==> src/rtl/wb_stage_pkg.sv <==
`default_nettype none
// ============================================================================
//  Module      : wb_stage_pkg
//  Description : Shared write-back stage types and constants. Provides the
//                write-value source select, the load funct3 codes and the
//                write-back FSM state type.
//  Revision    : 1.0 - initial release
// ============================================================================
package wb_stage_pkg;

  // Register-file write value source (i_ma_rw_sel encoding)
  typedef enum logic [1:0] {
    WB_MUX  = 2'b00,   // ALU result or load data, chosen by mem_to_reg
    WB_PC4  = 2'b01,   // PC+4 (JAL/JALR link)
    WB_IMM  = 2'b10,   // U-type immediate (LUI)
    WB_ZERO = 2'b11    // constant zero
  } wb_sel_e;

  // Load funct3 codes
  localparam logic [2:0] F3_LB  = 3'b000;
  localparam logic [2:0] F3_LH  = 3'b001;
  localparam logic [2:0] F3_LW  = 3'b010;
  localparam logic [2:0] F3_LBU = 3'b100;
  localparam logic [2:0] F3_LHU = 3'b101;

  // Write-back FSM states
  typedef enum logic [0:0] {
    RUN       = 1'b0,
    WAIT_LOAD = 1'b1
  } wb_state_e;

endpackage : wb_stage_pkg
`default_nettype wire

==> src/rtl/wb_stage_if.sv <==
`default_nettype none
// ============================================================================
//  Module      : wb_stage_if
//  Description : Bundle of the MA-to-WB handshake, data-memory read return,
//                flush and the write-back / status outputs of wb_stage.
//  Ports       : slave  - wb_stage side (consumes i_*, drives o_*)
//                master - environment side (drives i_*, consumes o_*)
//  Revision    : 1.0 - initial release
// ============================================================================
interface wb_stage_if #(
  parameter int XLEN   = 32,
  parameter int REG_AW = 5,
  parameter int CNT_W  = 64
);
  logic              i_ma_valid;
  logic              o_ma_ready;
  logic              i_ma_mem_to_reg;
  logic [1:0]        i_ma_rw_sel;
  logic [2:0]        i_ma_funct3;
  logic [REG_AW-1:0] i_ma_rd;
  logic              i_ma_reg_write;
  logic [XLEN-1:0]   i_ma_result;
  logic [XLEN-1:0]   i_ma_pc_plus_4;
  logic [XLEN-1:0]   i_ma_imm;
  logic [XLEN-1:0]   i_mem_rdata;
  logic              i_mem_rvalid;
  logic              i_flush;
  logic              o_wb_valid;
  logic              o_wb_we;
  logic [REG_AW-1:0] o_wb_rd;
  logic [XLEN-1:0]   o_wb_data;
  logic [CNT_W-1:0]  o_retire_cnt;
  logic [CNT_W-1:0]  o_stall_cnt;
  logic              o_busy;

  modport slave (
    input  i_ma_valid, i_ma_mem_to_reg, i_ma_rw_sel, i_ma_funct3, i_ma_rd,
           i_ma_reg_write, i_ma_result, i_ma_pc_plus_4, i_ma_imm,
           i_mem_rdata, i_mem_rvalid, i_flush,
    output o_ma_ready, o_wb_valid, o_wb_we, o_wb_rd, o_wb_data,
           o_retire_cnt, o_stall_cnt, o_busy
  );

  modport master (
    output i_ma_valid, i_ma_mem_to_reg, i_ma_rw_sel, i_ma_funct3, i_ma_rd,
           i_ma_reg_write, i_ma_result, i_ma_pc_plus_4, i_ma_imm,
           i_mem_rdata, i_mem_rvalid, i_flush,
    input  o_ma_ready, o_wb_valid, o_wb_we, o_wb_rd, o_wb_data,
           o_retire_cnt, o_stall_cnt, o_busy
  );
endinterface : wb_stage_if
`default_nettype wire

==> src/rtl/wb_stage_load_extend.sv <==
`default_nettype none
// ============================================================================
//  Module      : wb_stage_load_extend
//  Description : Combinational load data extraction. Picks the addressed
//                byte/half from an aligned memory word and sign- or
//                zero-extends it; any other funct3 passes the full word.
//  Ports       : rdata_i  - aligned word from data memory
//                offset_i - byte offset within the word (off[0] ignored
//                           for halves)
//                funct3_i - load type
//                ext_o    - extended load value
//  Revision    : 1.0 - initial release
// ============================================================================
module wb_stage_load_extend
  import wb_stage_pkg::*;
#(
  parameter int XLEN = 32
) (
  input  logic [XLEN-1:0] rdata_i,
  input  logic [1:0]      offset_i,
  input  logic [2:0]      funct3_i,
  output logic [XLEN-1:0] ext_o
);

  logic [7:0]  w_byte;
  logic [15:0] w_half;

  // Bit index = offset*8 for bytes, offset[1]*16 for halves
  assign w_byte = rdata_i[{offset_i, 3'b000} +: 8];
  assign w_half = rdata_i[{offset_i[1], 4'b0000} +: 16];

  always_comb begin
    ext_o = rdata_i;
    case (funct3_i)
      F3_LB:   ext_o = {{(XLEN-8){w_byte[7]}}, w_byte};
      F3_LBU:  ext_o = {{(XLEN-8){1'b0}}, w_byte};
      F3_LH:   ext_o = {{(XLEN-16){w_half[15]}}, w_half};
      F3_LHU:  ext_o = {{(XLEN-16){1'b0}}, w_half};
      default: ext_o = rdata_i;
    endcase
  end

endmodule : wb_stage_load_extend
`default_nettype wire

==> src/rtl/wb_stage.sv <==
`default_nettype none
// ============================================================================
//  Module      : wb_stage
//  Description : Registered RV32I write-back stage. Accepts one instruction
//                per cycle from MA, stalls MA while load data is outstanding,
//                selects the register-file write value, honours flush and
//                keeps retire / load-stall counters.
//  Ports       : i_clk - clock, rising edge
//                i_rst - synchronous active-high reset
//                bus   - wb_stage_if slave: MA handshake and operands,
//                        memory read return, flush, write-back outputs,
//                        counters and busy flag
//  Revision    : 1.0 - initial release
// ============================================================================
module wb_stage
  import wb_stage_pkg::*;
#(
  parameter int XLEN   = 32,   // must match the connected interface
  parameter int REG_AW = 5,
  parameter int CNT_W  = 64
) (
  input  logic        i_clk,
  input  logic        i_rst,
  wb_stage_if.slave   bus
);

  localparam logic [0:0] ST_RUN  = RUN;
  localparam logic [0:0] ST_WAIT = WAIT_LOAD;

  logic [0:0]        state_q, state_d;
  logic              wb_valid_q;
  logic              wb_we_q;
  logic [REG_AW-1:0] wb_rd_q;
  logic [XLEN-1:0]   wb_data_q;
  logic [CNT_W-1:0]  retire_cnt_q;
  logic [CNT_W-1:0]  stall_cnt_q;

  logic              w_load_pend;
  logic              w_ready;
  logic              w_accept;
  logic              w_stall;
  logic              w_we;
  logic [XLEN-1:0]   w_load_val;
  logic [XLEN-1:0]   w_data;

  // A load is outstanding when MA presents a mem-sourced mux write
  assign w_load_pend = bus.i_ma_valid && bus.i_ma_mem_to_reg &&
                       (bus.i_ma_rw_sel == WB_MUX);
  // Flush always lets the instruction through so it can be dropped
  assign w_ready  = bus.i_flush || !(w_load_pend && !bus.i_mem_rvalid);
  assign w_accept = bus.i_ma_valid && w_ready;
  assign w_stall  = bus.i_ma_valid && !w_ready;
  assign w_we     = bus.i_ma_reg_write && (bus.i_ma_rd != '0);

  wb_stage_load_extend #(
    .XLEN (XLEN)
  ) u_load_extend (
    .rdata_i  (bus.i_mem_rdata),
    .offset_i (bus.i_ma_result[1:0]),
    .funct3_i (bus.i_ma_funct3),
    .ext_o    (w_load_val)
  );

  always_comb begin
    w_data = '0;
    case (wb_sel_e'(bus.i_ma_rw_sel))
      WB_MUX:  w_data = bus.i_ma_mem_to_reg ? w_load_val : bus.i_ma_result;
      WB_PC4:  w_data = bus.i_ma_pc_plus_4;
      WB_IMM:  w_data = bus.i_ma_imm;
      default: w_data = '0;
    endcase
  end

  always_comb begin
    state_d = state_q;
    case (state_q)
      ST_RUN:  if (w_load_pend && !bus.i_mem_rvalid && !bus.i_flush) state_d = ST_WAIT;
      ST_WAIT: if (bus.i_mem_rvalid || bus.i_flush) state_d = ST_RUN;
      default: state_d = ST_RUN;
    endcase
  end

  always_ff @(posedge i_clk) begin
    if (i_rst) begin
      state_q      <= ST_RUN;
      wb_valid_q   <= 1'b0;
      wb_we_q      <= 1'b0;
      wb_rd_q      <= '0;
      wb_data_q    <= '0;
      retire_cnt_q <= '0;
      stall_cnt_q  <= '0;
    end else begin
      state_q      <= state_d;
      // Counts the write-back presented this cycle (we=0 included)
      retire_cnt_q <= retire_cnt_q + {{(CNT_W-1){1'b0}}, wb_valid_q};
      stall_cnt_q  <= stall_cnt_q + {{(CNT_W-1){1'b0}}, w_stall};
      if (w_accept && !bus.i_flush) begin
        wb_valid_q <= 1'b1;
        wb_we_q    <= w_we;
        wb_rd_q    <= bus.i_ma_rd;
        wb_data_q  <= w_data;
      end else begin
        // rd/data intentionally hold their last values
        wb_valid_q <= 1'b0;
        wb_we_q    <= 1'b0;
      end
    end
  end

  assign bus.o_ma_ready   = w_ready;
  assign bus.o_wb_valid   = wb_valid_q;
  assign bus.o_wb_we      = wb_we_q;
  assign bus.o_wb_rd      = wb_rd_q;
  assign bus.o_wb_data    = wb_data_q;
  assign bus.o_retire_cnt = retire_cnt_q;
  assign bus.o_stall_cnt  = stall_cnt_q;
  assign bus.o_busy       = (state_q == ST_WAIT);

endmodule : wb_stage
`default_nettype wire

==> src/flat_wrapper.sv <==
// flat-port wrapper written by rule: the top's interface ports become plain ports
module wb_stage_flat import wb_stage_pkg::*;
#(
  parameter int XLEN   = 32,                                        
  parameter int REG_AW = 5,
  parameter int CNT_W  = 64
)
  (i_clk, i_rst, bus_i_ma_valid, bus_i_ma_mem_to_reg, bus_i_ma_rw_sel, bus_i_ma_funct3, bus_i_ma_rd, bus_i_ma_reg_write, bus_i_ma_result, bus_i_ma_pc_plus_4, bus_i_ma_imm, bus_i_mem_rdata, bus_i_mem_rvalid, bus_i_flush, bus_o_ma_ready, bus_o_wb_valid, bus_o_wb_we, bus_o_wb_rd, bus_o_wb_data, bus_o_retire_cnt, bus_o_stall_cnt, bus_o_busy);
  wb_stage_if #(.XLEN(XLEN), .REG_AW(REG_AW), .CNT_W(CNT_W)) bus_i ();
  input  logic i_clk;
  input  logic i_rst;
  input wire logic [$bits(bus_i.i_ma_valid)-1:0] bus_i_ma_valid;
  input wire logic [$bits(bus_i.i_ma_mem_to_reg)-1:0] bus_i_ma_mem_to_reg;
  input wire logic [$bits(bus_i.i_ma_rw_sel)-1:0] bus_i_ma_rw_sel;
  input wire logic [$bits(bus_i.i_ma_funct3)-1:0] bus_i_ma_funct3;
  input wire logic [$bits(bus_i.i_ma_rd)-1:0] bus_i_ma_rd;
  input wire logic [$bits(bus_i.i_ma_reg_write)-1:0] bus_i_ma_reg_write;
  input wire logic [$bits(bus_i.i_ma_result)-1:0] bus_i_ma_result;
  input wire logic [$bits(bus_i.i_ma_pc_plus_4)-1:0] bus_i_ma_pc_plus_4;
  input wire logic [$bits(bus_i.i_ma_imm)-1:0] bus_i_ma_imm;
  input wire logic [$bits(bus_i.i_mem_rdata)-1:0] bus_i_mem_rdata;
  input wire logic [$bits(bus_i.i_mem_rvalid)-1:0] bus_i_mem_rvalid;
  input wire logic [$bits(bus_i.i_flush)-1:0] bus_i_flush;
  output wire logic [$bits(bus_i.o_ma_ready)-1:0] bus_o_ma_ready;
  output wire logic [$bits(bus_i.o_wb_valid)-1:0] bus_o_wb_valid;
  output wire logic [$bits(bus_i.o_wb_we)-1:0] bus_o_wb_we;
  output wire logic [$bits(bus_i.o_wb_rd)-1:0] bus_o_wb_rd;
  output wire logic [$bits(bus_i.o_wb_data)-1:0] bus_o_wb_data;
  output wire logic [$bits(bus_i.o_retire_cnt)-1:0] bus_o_retire_cnt;
  output wire logic [$bits(bus_i.o_stall_cnt)-1:0] bus_o_stall_cnt;
  output wire logic [$bits(bus_i.o_busy)-1:0] bus_o_busy;
  assign bus_i.i_ma_valid = bus_i_ma_valid;
  assign bus_i.i_ma_mem_to_reg = bus_i_ma_mem_to_reg;
  assign bus_i.i_ma_rw_sel = bus_i_ma_rw_sel;
  assign bus_i.i_ma_funct3 = bus_i_ma_funct3;
  assign bus_i.i_ma_rd = bus_i_ma_rd;
  assign bus_i.i_ma_reg_write = bus_i_ma_reg_write;
  assign bus_i.i_ma_result = bus_i_ma_result;
  assign bus_i.i_ma_pc_plus_4 = bus_i_ma_pc_plus_4;
  assign bus_i.i_ma_imm = bus_i_ma_imm;
  assign bus_i.i_mem_rdata = bus_i_mem_rdata;
  assign bus_i.i_mem_rvalid = bus_i_mem_rvalid;
  assign bus_i.i_flush = bus_i_flush;
  assign bus_o_ma_ready = bus_i.o_ma_ready;
  assign bus_o_wb_valid = bus_i.o_wb_valid;
  assign bus_o_wb_we = bus_i.o_wb_we;
  assign bus_o_wb_rd = bus_i.o_wb_rd;
  assign bus_o_wb_data = bus_i.o_wb_data;
  assign bus_o_retire_cnt = bus_i.o_retire_cnt;
  assign bus_o_stall_cnt = bus_i.o_stall_cnt;
  assign bus_o_busy = bus_i.o_busy;
  wb_stage #(.XLEN(XLEN), .REG_AW(REG_AW), .CNT_W(CNT_W)) u_core (.i_clk(i_clk), .i_rst(i_rst), .bus(bus_i));
endmodule
==> config.mk <==
export PLATFORM = sky130hd
export DESIGN_NAME = wb_stage_flat
export DESIGN_NICKNAME = d
export VERILOG_FILES = /design/src/rtl/wb_stage_pkg.sv /design/src/rtl/wb_stage_if.sv /design/src/rtl/wb_stage_load_extend.sv /design/src/rtl/wb_stage.sv /design/src/flat_wrapper.sv
export SDC_FILE = /design/constraint.sdc
export NUM_CORES = 1
export LEC_CHECK = 0
export CAP_MARGIN = 10
export CORE_ASPECT_RATIO = 0.7
export CORE_MARGIN = 8
export CORE_UTILIZATION = 48
export CTS_CLUSTER_DIAMETER = 50
export DETAILED_ROUTE_END_ITERATION = 8
export GPL_TIMING_DRIVEN = 1
export PLACE_DENSITY = 0.85
export SLEW_MARGIN = 20
export SYNTH_ARGS = -nofsm -noshare
export SYNTH_HDL_FRONTEND = slang
export SYNTH_SLANG_ARGS = --single-unit
==> constraint.sdc <==
create_clock -name i_clk -period 6.5 [get_ports i_clk]
set_input_delay 0.975 -clock i_clk [delete_from_list [all_inputs] [get_ports i_clk]]
set_output_delay 0.975 -clock i_clk [all_outputs]
set_load 0.02 [all_outputs]
==> results of run 1 <==
==> logic make-up (layout without fill, tap and decap cells) <==
group | after synthesis | count (layout)
buffers and inverters | 91 | 385
xor gates and xnor gates | 109 | 109
DFF | 168 | 168
and+or+nand+nor | 442 | 442
adders and majority gates | 4 | 4
muxes | 9 | 9
AOI/OAI and AO/OA | 196 | 196
==> layout make-up <==
class,instances,share of cell area
Multi-Input combinational cell,760,0.3745
Sequential cell,168,0.2792
Timing Repair Buffer,323,0.2661
Clock buffer,19,0.03677
Tap cell,231,0.02400
Clock inverter,13,0.01008
Inverter,30,0.009349
==> how the worst min path moves through the flow <==
stage	start	slack, ns	endpoint
global placement	u_core.bus.o_wb_rd[1]$_SDFFE_PP0P_	0.44	u_core.bus.o_wb_rd[1]$_SDFFE_PP0P_
global route	u_core.bus.o_wb_rd[3]$_SDFFE_PP0P_	0.48	u_core.bus.o_wb_rd[3]$_SDFFE_PP0P_
detailed placement	u_core.bus.o_wb_rd[3]$_SDFFE_PP0P_	0.45	u_core.bus.o_wb_rd[3]$_SDFFE_PP0P_
CTS	u_core.bus.o_wb_rd[3]$_SDFFE_PP0P_	0.46	u_core.bus.o_wb_rd[3]$_SDFFE_PP0P_
floorplan	u_core.bus.o_busy$_SDFF_PP0_	0.53	u_core.bus.o_busy$_SDFF_PP0_
finish	u_core.bus.o_wb_rd[3]$_SDFFE_PP0P_	0.46	u_core.bus.o_wb_rd[3]$_SDFFE_PP0P_
==> flip-flops by register name, summed over array words and instances (netlist names) <==
register and cells:
u_core.bus.o_retire_cnt 64, u_core.bus.o_stall_cnt 64, u_core.bus.o_wb_data 32, u_core.bus.o_wb_rd 5
u_core.bus.o_busy 1, u_core.bus.o_wb_valid 1, u_core.bus.o_wb_we 1
==> power breakdown <==
part           switching [W]  internal (W)
Clock               0.000433      0.000541
Combinational       0.000130      0.000137
Sequential        0.00000656       0.00104
Total               0.000569       0.00172
==> tightest hold or removal path, cell delays in order (launching register included) <==
cell     delay (ns)
dfxtp_1        0.31
nand2_1        0.05
a21oi_1        0.05
==> through the flow <==
step | instances | utilization
after floorplan | 1019 | -
after global placement | 1512 | 0.6762
after detailed placement | 1512 | 0.6762
after CTS | 1544 | 0.7094
after global routing | 1544 | 0.7100
final | 1544 | 0.7100
==> metal layers <==
metal / share of wire / wire [um] / GRT usage / vias to the layer above
li1: - / - / - / 4157
met4: 0.023 / 691 / 0.07634 / 4
met2: 0.45 / 13410 / 0.4009 / 432
met3: 0.097 / 2905 / 0.07042 / 55
met5: 0.00074 / 22 / 0 / -
met1: 0.43 / 12830 / 0.3661 / 4199
==> placed cells by master, fill, tap and decap left out, types with 3 or more instances in the layout <==
cell               n
and4_1            12
clkinv_2           3
mux2_2             5
nand3_1           43
a221o_1            9
o221ai_1           3
xnor2_1           70
clkbuf_16         17
ha_1               4
dfxtp_1          168
or3_1             16
clkdlybuf4s50_1  312
o22ai_1            9
nand4_1           33
and3_1             8
a22oi_1           35
nor3_1            41
nor3b_1            3
clkinvlp_4         4
a22o_1            10
nor2b_1            8
a21oi_1           44
mux2i_1            3
a221oi_1           4
nor4_1            18
nor2_1           164
xor2_1            39
buf_4             11
o21ai_0           60
inv_1             30
a222oi_1           3
a211oi_1           5
nand2_1           80
==> impl_metrics.env, run 1 <==
export IMPL_yosys_top_cells_count="dfxtp_1 (168), nor2_1 (164), nand2_1 (80), xnor2_1 (70), o21ai_0 (60)"
export IMPL_nets=1449
export IMPL_cts_htree_levels=4
export IMPL_hold_path_class="reg2reg"
export IMPL_synth_compound_area_frac=0.1532
export IMPL_fmax_mhz=231.8
export IMPL_cp_end_kind="register"
export IMPL_rsz0062_at_grt="false"
export IMPL_crit_fanout=21
export IMPL_antenna_cells=0
export IMPL_final_setup_tns_ns=0
export IMPL_critPathMaxStageDelay_ns=0.87
export IMPL_synth_cell_area_mm2=0.008210
export IMPL_synth_top_family_by_area="simple AND/OR/NAND/NOR gates"
export IMPL_die_h_um=125.4
export IMPL_cts_hold_buf=0
export IMPL_clk_latency_ns=0.42
export IMPL_numCtsBuffers=17
export IMPL_synth_cell_type_count=54
export IMPL_place_ws_ns=1.834
export IMPL_dieArea_mm2=0.02161
export IMPL_io_buffers=313
export IMPL_initial_core_util=0.4839
export IMPL_slowest_stage="clkdlybuf4s50_1"
export IMPL_hold_viol=0
export IMPL_final_area_mm2=0.01205
export IMPL_cap_violations=0
export IMPL_cts_buffer_depth=2
export IMPL_grt_pass1_wl_um=45760
export IMPL_setup_viol=0
export IMPL_r2r_cells=5
export IMPL_muxShareOfSynthArea=0.01326
export IMPL_placed_area_mm2=0.01147
export IMPL_yosysTopAreaCellShare=0.4096
export IMPL_synth_area_leader_cell="dfxtp_1"
export IMPL_cp_startpoint="bus_i_ma_mem_to_reg"
export IMPL_dieWidth_um=172.3
export IMPL_dp_hpwl_um=22740
export IMPL_ys_ff_latch=168
export IMPL_cts_tree="yes"
export IMPL_synthArstFlopShare=0
export IMPL_hold_path_depth=2
export IMPL_synth_edf_count=0
export IMPL_drive_gt1_frac=0.04494
export IMPL_path_buf_inv=2
export IMPL_start_kind="input pin"
export IMPL_multi_input_area_mm2=0.004511
export IMPL_fillers=1335
export IMPL_regToRegStartpoint="u_core.bus.o_stall_cnt[7]$_SDFF_PP0_"
export IMPL_finalCritPeriodShare=0.6637
export IMPL_yosysSeqAreaShare=0.4096
export IMPL_avgSynthCellArea_um2=8.057
export IMPL_cellPowerDensity_mw_per_mm2=190.1
export IMPL_r2r_end="u_core.bus.o_stall_cnt[63]$_SDFF_PP0_"
export IMPL_grt_overflow=0
export IMPL_cp_depth=11
export IMPL_crit_chain="clkdlybuf4s50_1 > nand4_1 > inv_1 > ha_1 > ha_1 > nand2_1 > nor2_1 > nand4_1 > nor4_1 > xnor2_1 > nor2_1"
export IMPL_synth_most_common_cell="dfxtp_1"
export IMPL_antenna_found_initial=2
export IMPL_grt_start_max_net_pins=79
export IMPL_drc_errors=0
export IMPL_ant_nets=0
export IMPL_cts_resized=0
export IMPL_r2r_slack_ns=3.69
export IMPL_total_leakage_power_nw=4.003
export IMPL_critical_path_top_delay_family="simple AND/OR/NAND/NOR gates"
export IMPL_ir_drop_uv=145.3
export IMPL_synth_fa_ha_area_frac=0.006096
export IMPL_area_growth_pct=46.71
export IMPL_status="finished clean"
export IMPL_fin_skew_ns=0.01107
export IMPL_wl_um=29850
export IMPL_synth_xor_area_frac=0.1163
export IMPL_routabilityCongestion=1.027
export IMPL_io_pins=314
export IMPL_first_iter_violations=1013
export IMPL_critPathCapture="u_core.bus.o_stall_cnt[60]$_SDFF_PP0_"
export IMPL_post_cts_buffers=0
export IMPL_grt_pass1_vias=8138
export IMPL_drtPass1Iterations=7
export IMPL_total_power_w=0.002289
export IMPL_avgRoutedWirePerCell_um=19.33
export IMPL_fin_ws_ns=2.186
export IMPL_num_rows=40
export IMPL_synthSimpleGateAreaFrac=0.2585
export IMPL_core_area_mm2=0.01697
export IMPL_clk_pin_slew_ns=0.07
export IMPL_track_usage=0.2661
export IMPL_maxSlewHeadroom=0.3763
export IMPL_viasPerCell=5.730
export IMPL_tightest_slew_ns=0.9328
export IMPL_synthCells=1019
export IMPL_holdWs_ns=0.4558
export IMPL_min_period_ns=4.314
export IMPL_regArea_mm2=0.003363
export IMPL_cts_sinks=168
export IMPL_synthTopCellsByArea="dfxtp_1 (41%), nor2_1 (7.5%), xnor2_1 (7.5%)"
export IMPL_routed_via_count=8847
export IMPL_yosysWarnings=0
export IMPL_critPathRequiredTime_ns=6.79
export IMPL_ys_flop_type="dfxtp_1"
export IMPL_synth_fp_nets=1168
export IMPL_cts_root_buf="clkbuf_16"
export IMPL_critPathArrivalTime_ns=4.60
export IMPL_drv_slew=0
export IMPL_critical_path_class="in2reg"
Note: power is estimated with default switching activity, not from simulation.
==> run 2: changes to the inputs <==
--- a/config.mk
+++ b/config.mk
@@ -8,11 +8,11 @@
 export CAP_MARGIN = 10
 export CORE_ASPECT_RATIO = 0.7
 export CORE_MARGIN = 8
-export CORE_UTILIZATION = 48
+export CORE_UTILIZATION = 45
 export CTS_CLUSTER_DIAMETER = 50
 export DETAILED_ROUTE_END_ITERATION = 8
 export GPL_TIMING_DRIVEN = 1
-export PLACE_DENSITY = 0.85
+export PLACE_DENSITY = 0.81
 export SLEW_MARGIN = 20
 export SYNTH_ARGS = -nofsm -noshare
 export SYNTH_HDL_FRONTEND = slang
==> constraint.sdc (replaced) <==
create_clock -name i_clk -period 4.4 [get_ports i_clk]
set_input_delay 0.66 -clock i_clk [delete_from_list [all_inputs] [get_ports i_clk]]
set_output_delay 0.66 -clock i_clk [all_outputs]
set_load 0.02 [all_outputs]
==> run 2 against run 1 <==
Effect of this change: critical path depth grew 2; combinational power rose by 52%; global-route usage down 0.42 points; core utilization is 3.4 points lower; clock-buffer cell count decreased by 1; first-iteration DRC count down 8.5%; die area grew 5.9%; final cell count grew 0.84%; clock power is 53% higher; sequential share of layout area fell by 0.19 points.
==> impl_metrics.env, run 2 (synthesis results as in run 1) <==
export IMPL_fin_ws_ns=1.062
export IMPL_numCtsBuffers=17
export IMPL_critPathArrivalTime_ns=3.63
export IMPL_grt_pass1_vias=8161
export IMPL_viasPerCell=5.597
export IMPL_critical_path_top_delay_family="simple AND/OR/NAND/NOR gates"
export IMPL_tightest_slew_ns=0.8228
export IMPL_io_buffers=313
export IMPL_placed_area_mm2=0.01153
export IMPL_start_kind="input pin"
export IMPL_dieArea_mm2=0.02289
export IMPL_drv_slew=0
export IMPL_pwr_share_clk=0.433
export IMPL_post_cts_buffers=0
export IMPL_cts_tree="yes"
export IMPL_grt_pass1_wl_um=47080
export IMPL_grt_overflow=0
export IMPL_fin_skew_ns=0.01254
export IMPL_crit_fanout=21
export IMPL_maxSlewHeadroom=0.4515
export IMPL_ant_nets=0
export IMPL_cts_hold_buf=0
export IMPL_clk_latency_ns=0.42
export IMPL_crit_chain="clkdlybuf4s50_1 > nor2_1 > nand4_1 > inv_1 > ha_1 > ha_1 > nand2_1 > nor2_1 > nand4_1 > buf_4 > nor4_1 > xnor2_1 > nor2_1"
export IMPL_utilization=0.6755
export IMPL_place_ws_ns=0.6847
export IMPL_p_comb_frac=0.118
export IMPL_total_power_w=0.003444
export IMPL_slowest_stage="clkdlybuf4s50_1"
export IMPL_status="finished clean"
export IMPL_area_growth_pct=47.73
export IMPL_hold_path_class="reg2reg"
export IMPL_cts_buffer_depth=2
export IMPL_grt_start_max_net_pins=76
export IMPL_first_iter_violations=927
export IMPL_wl_um=30840
export IMPL_die_h_um=129.0
export IMPL_final_common_cell="clkdlybuf4s50_1"
export IMPL_clk_pin_slew_ns=0.08
export IMPL_swShare=0.2685
export IMPL_critical_path_class="in2reg"
export IMPL_finalCritPeriodShare=0.7586
export IMPL_num_rows=41
export IMPL_cellPowerDensity_mw_per_mm2=283.9
export IMPL_drc_errors=0
export IMPL_final_area_mm2=0.01213
export IMPL_ir_drop_uv=253.7
export IMPL_cts_root_buf="clkbuf_16"
export IMPL_fmax_mhz=299.6
export IMPL_track_usage=0.2619
export IMPL_path_buf_inv=3
export IMPL_critPathMaxStageDelay_ns=0.42
export IMPL_antenna_found_initial=1
export IMPL_cts_sinks=168
export IMPL_drive_gt1_frac=0.04924
export IMPL_min_period_ns=3.338
export IMPL_cap_violations=0
export IMPL_nets=1456
export IMPL_dp_hpwl_um=23780
export IMPL_cts_htree_levels=4
export IMPL_io_pins=314
export IMPL_critPathRequiredTime_ns=4.69
export IMPL_final_cell_mix="clkdlybuf4s50_1 (312), dfxtp_1 (168), nor2_1 (164)"
export IMPL_cts_resized=0
export IMPL_total_leakage_power_nw=4.054
export IMPL_hold_viol=0
export IMPL_drtPass1Iterations=5
export IMPL_p_int_w=0.002519
export IMPL_core_area_mm2=0.01795
export IMPL_avgRoutedWirePerCell_um=19.81
export IMPL_final_setup_tns_ns=0
export IMPL_cp_end_kind="register"
export IMPL_dieWidth_um=177.4
export IMPL_routed_via_count=8714
export IMPL_seqPwrFrac=0.449
export IMPL_routabilityCongestion=1.018
export IMPL_p_sw_w=0.0009246
export IMPL_initial_core_util=0.4573
export IMPL_setup_viol=0
export IMPL_cp_common_cell="nor2_1"
export IMPL_rsz0062_at_grt="false"
## run 2: cell count changes in the layout (fill, tap and decap cells not counted), sizes merged
cell      delta
clkinvlp     -3
bufinv       -1
clkbuf       -1
inv          +3
buf          +7
clkinv       +2
diode        +1
## run 2: path summary, 6_finish.rpt
path,start,endpoint,slack (ns),cells after the start
min,u_core.bus.o_wb_rd[4]$_SDFFE_PP0P_,u_core.bus.o_wb_rd[4]$_SDFFE_PP0P_,0.46,2
max,bus_i_ma_rw_sel[0],u_core.bus.o_stall_cnt[58]$_SDFF_PP0_,1.06,13
max reg2reg,u_core.bus.o_retire_cnt[35]$_SDFF_PP0_,u_core.bus.o_retire_cnt[63]$_SDFF_PP0_,1.82,6
min reg2reg,u_core.bus.o_wb_rd[4]$_SDFFE_PP0P_,u_core.bus.o_wb_rd[4]$_SDFFE_PP0P_,0.46,2
## run 2: power groups by stage
| stage | sequential [W] | combinational [W] | clock [W] |
|---|---|---|---|
| finish | 0.00155 | 0.000405 | 0.00149 |
| global route | 0.00155 | 0.000429 | 0.00158 |
| CTS | 0.00155 | 0.000399 | 0.00151 |
| detailed placement | 0.00158 | 0.000397 | 0 |
| global placement | 0.00158 | 0.000396 | 0 |
| floorplan | 0.00160 | 0.000139 | 0 |
## run 2: area by class of cell
cell class                      instances  area, um^2
Tap cell                              236       295.3
Fill cell                            1438        5826
Antenna cell                            1       2.502
Sequential cell                       168        3363
Clock inverter                         14       156.4
Timing Repair Buffer                  330        3258
Clock buffer                           18       439.2
Multi-Input combinational cell        760        4502
Inverter                               30       112.6
## run 2: through the flow
step | hold WS, ns | cells
floorplan | 0.5326 | 1019
CTS | 0.4573 | 1556
detailed placement | 0.4491 | 1524
global route | 0.4855 | 1557
global placement | 0.4421 | 1524
finish | 0.4574 | 1557
## run 2: layer usage
layer / GRT usage / routed length, um
met3: 0.08747 / 3164
met5: 0 / 0
met1: 0.3581 / 13700
met2: 0.3834 / 13230
met4: 0.08358 / 745
## run 2: tightest hold or removal path: cells and delay by family, from the launching register on
| family | cells | cell delay (ns) |
|---|---|---|
| AO/OA/AOI/OAI | 1 | 0.05 |
| AND/OR/NAND/NOR | 1 | 0.05 |
| flip-flops | 1 | 0.31 |
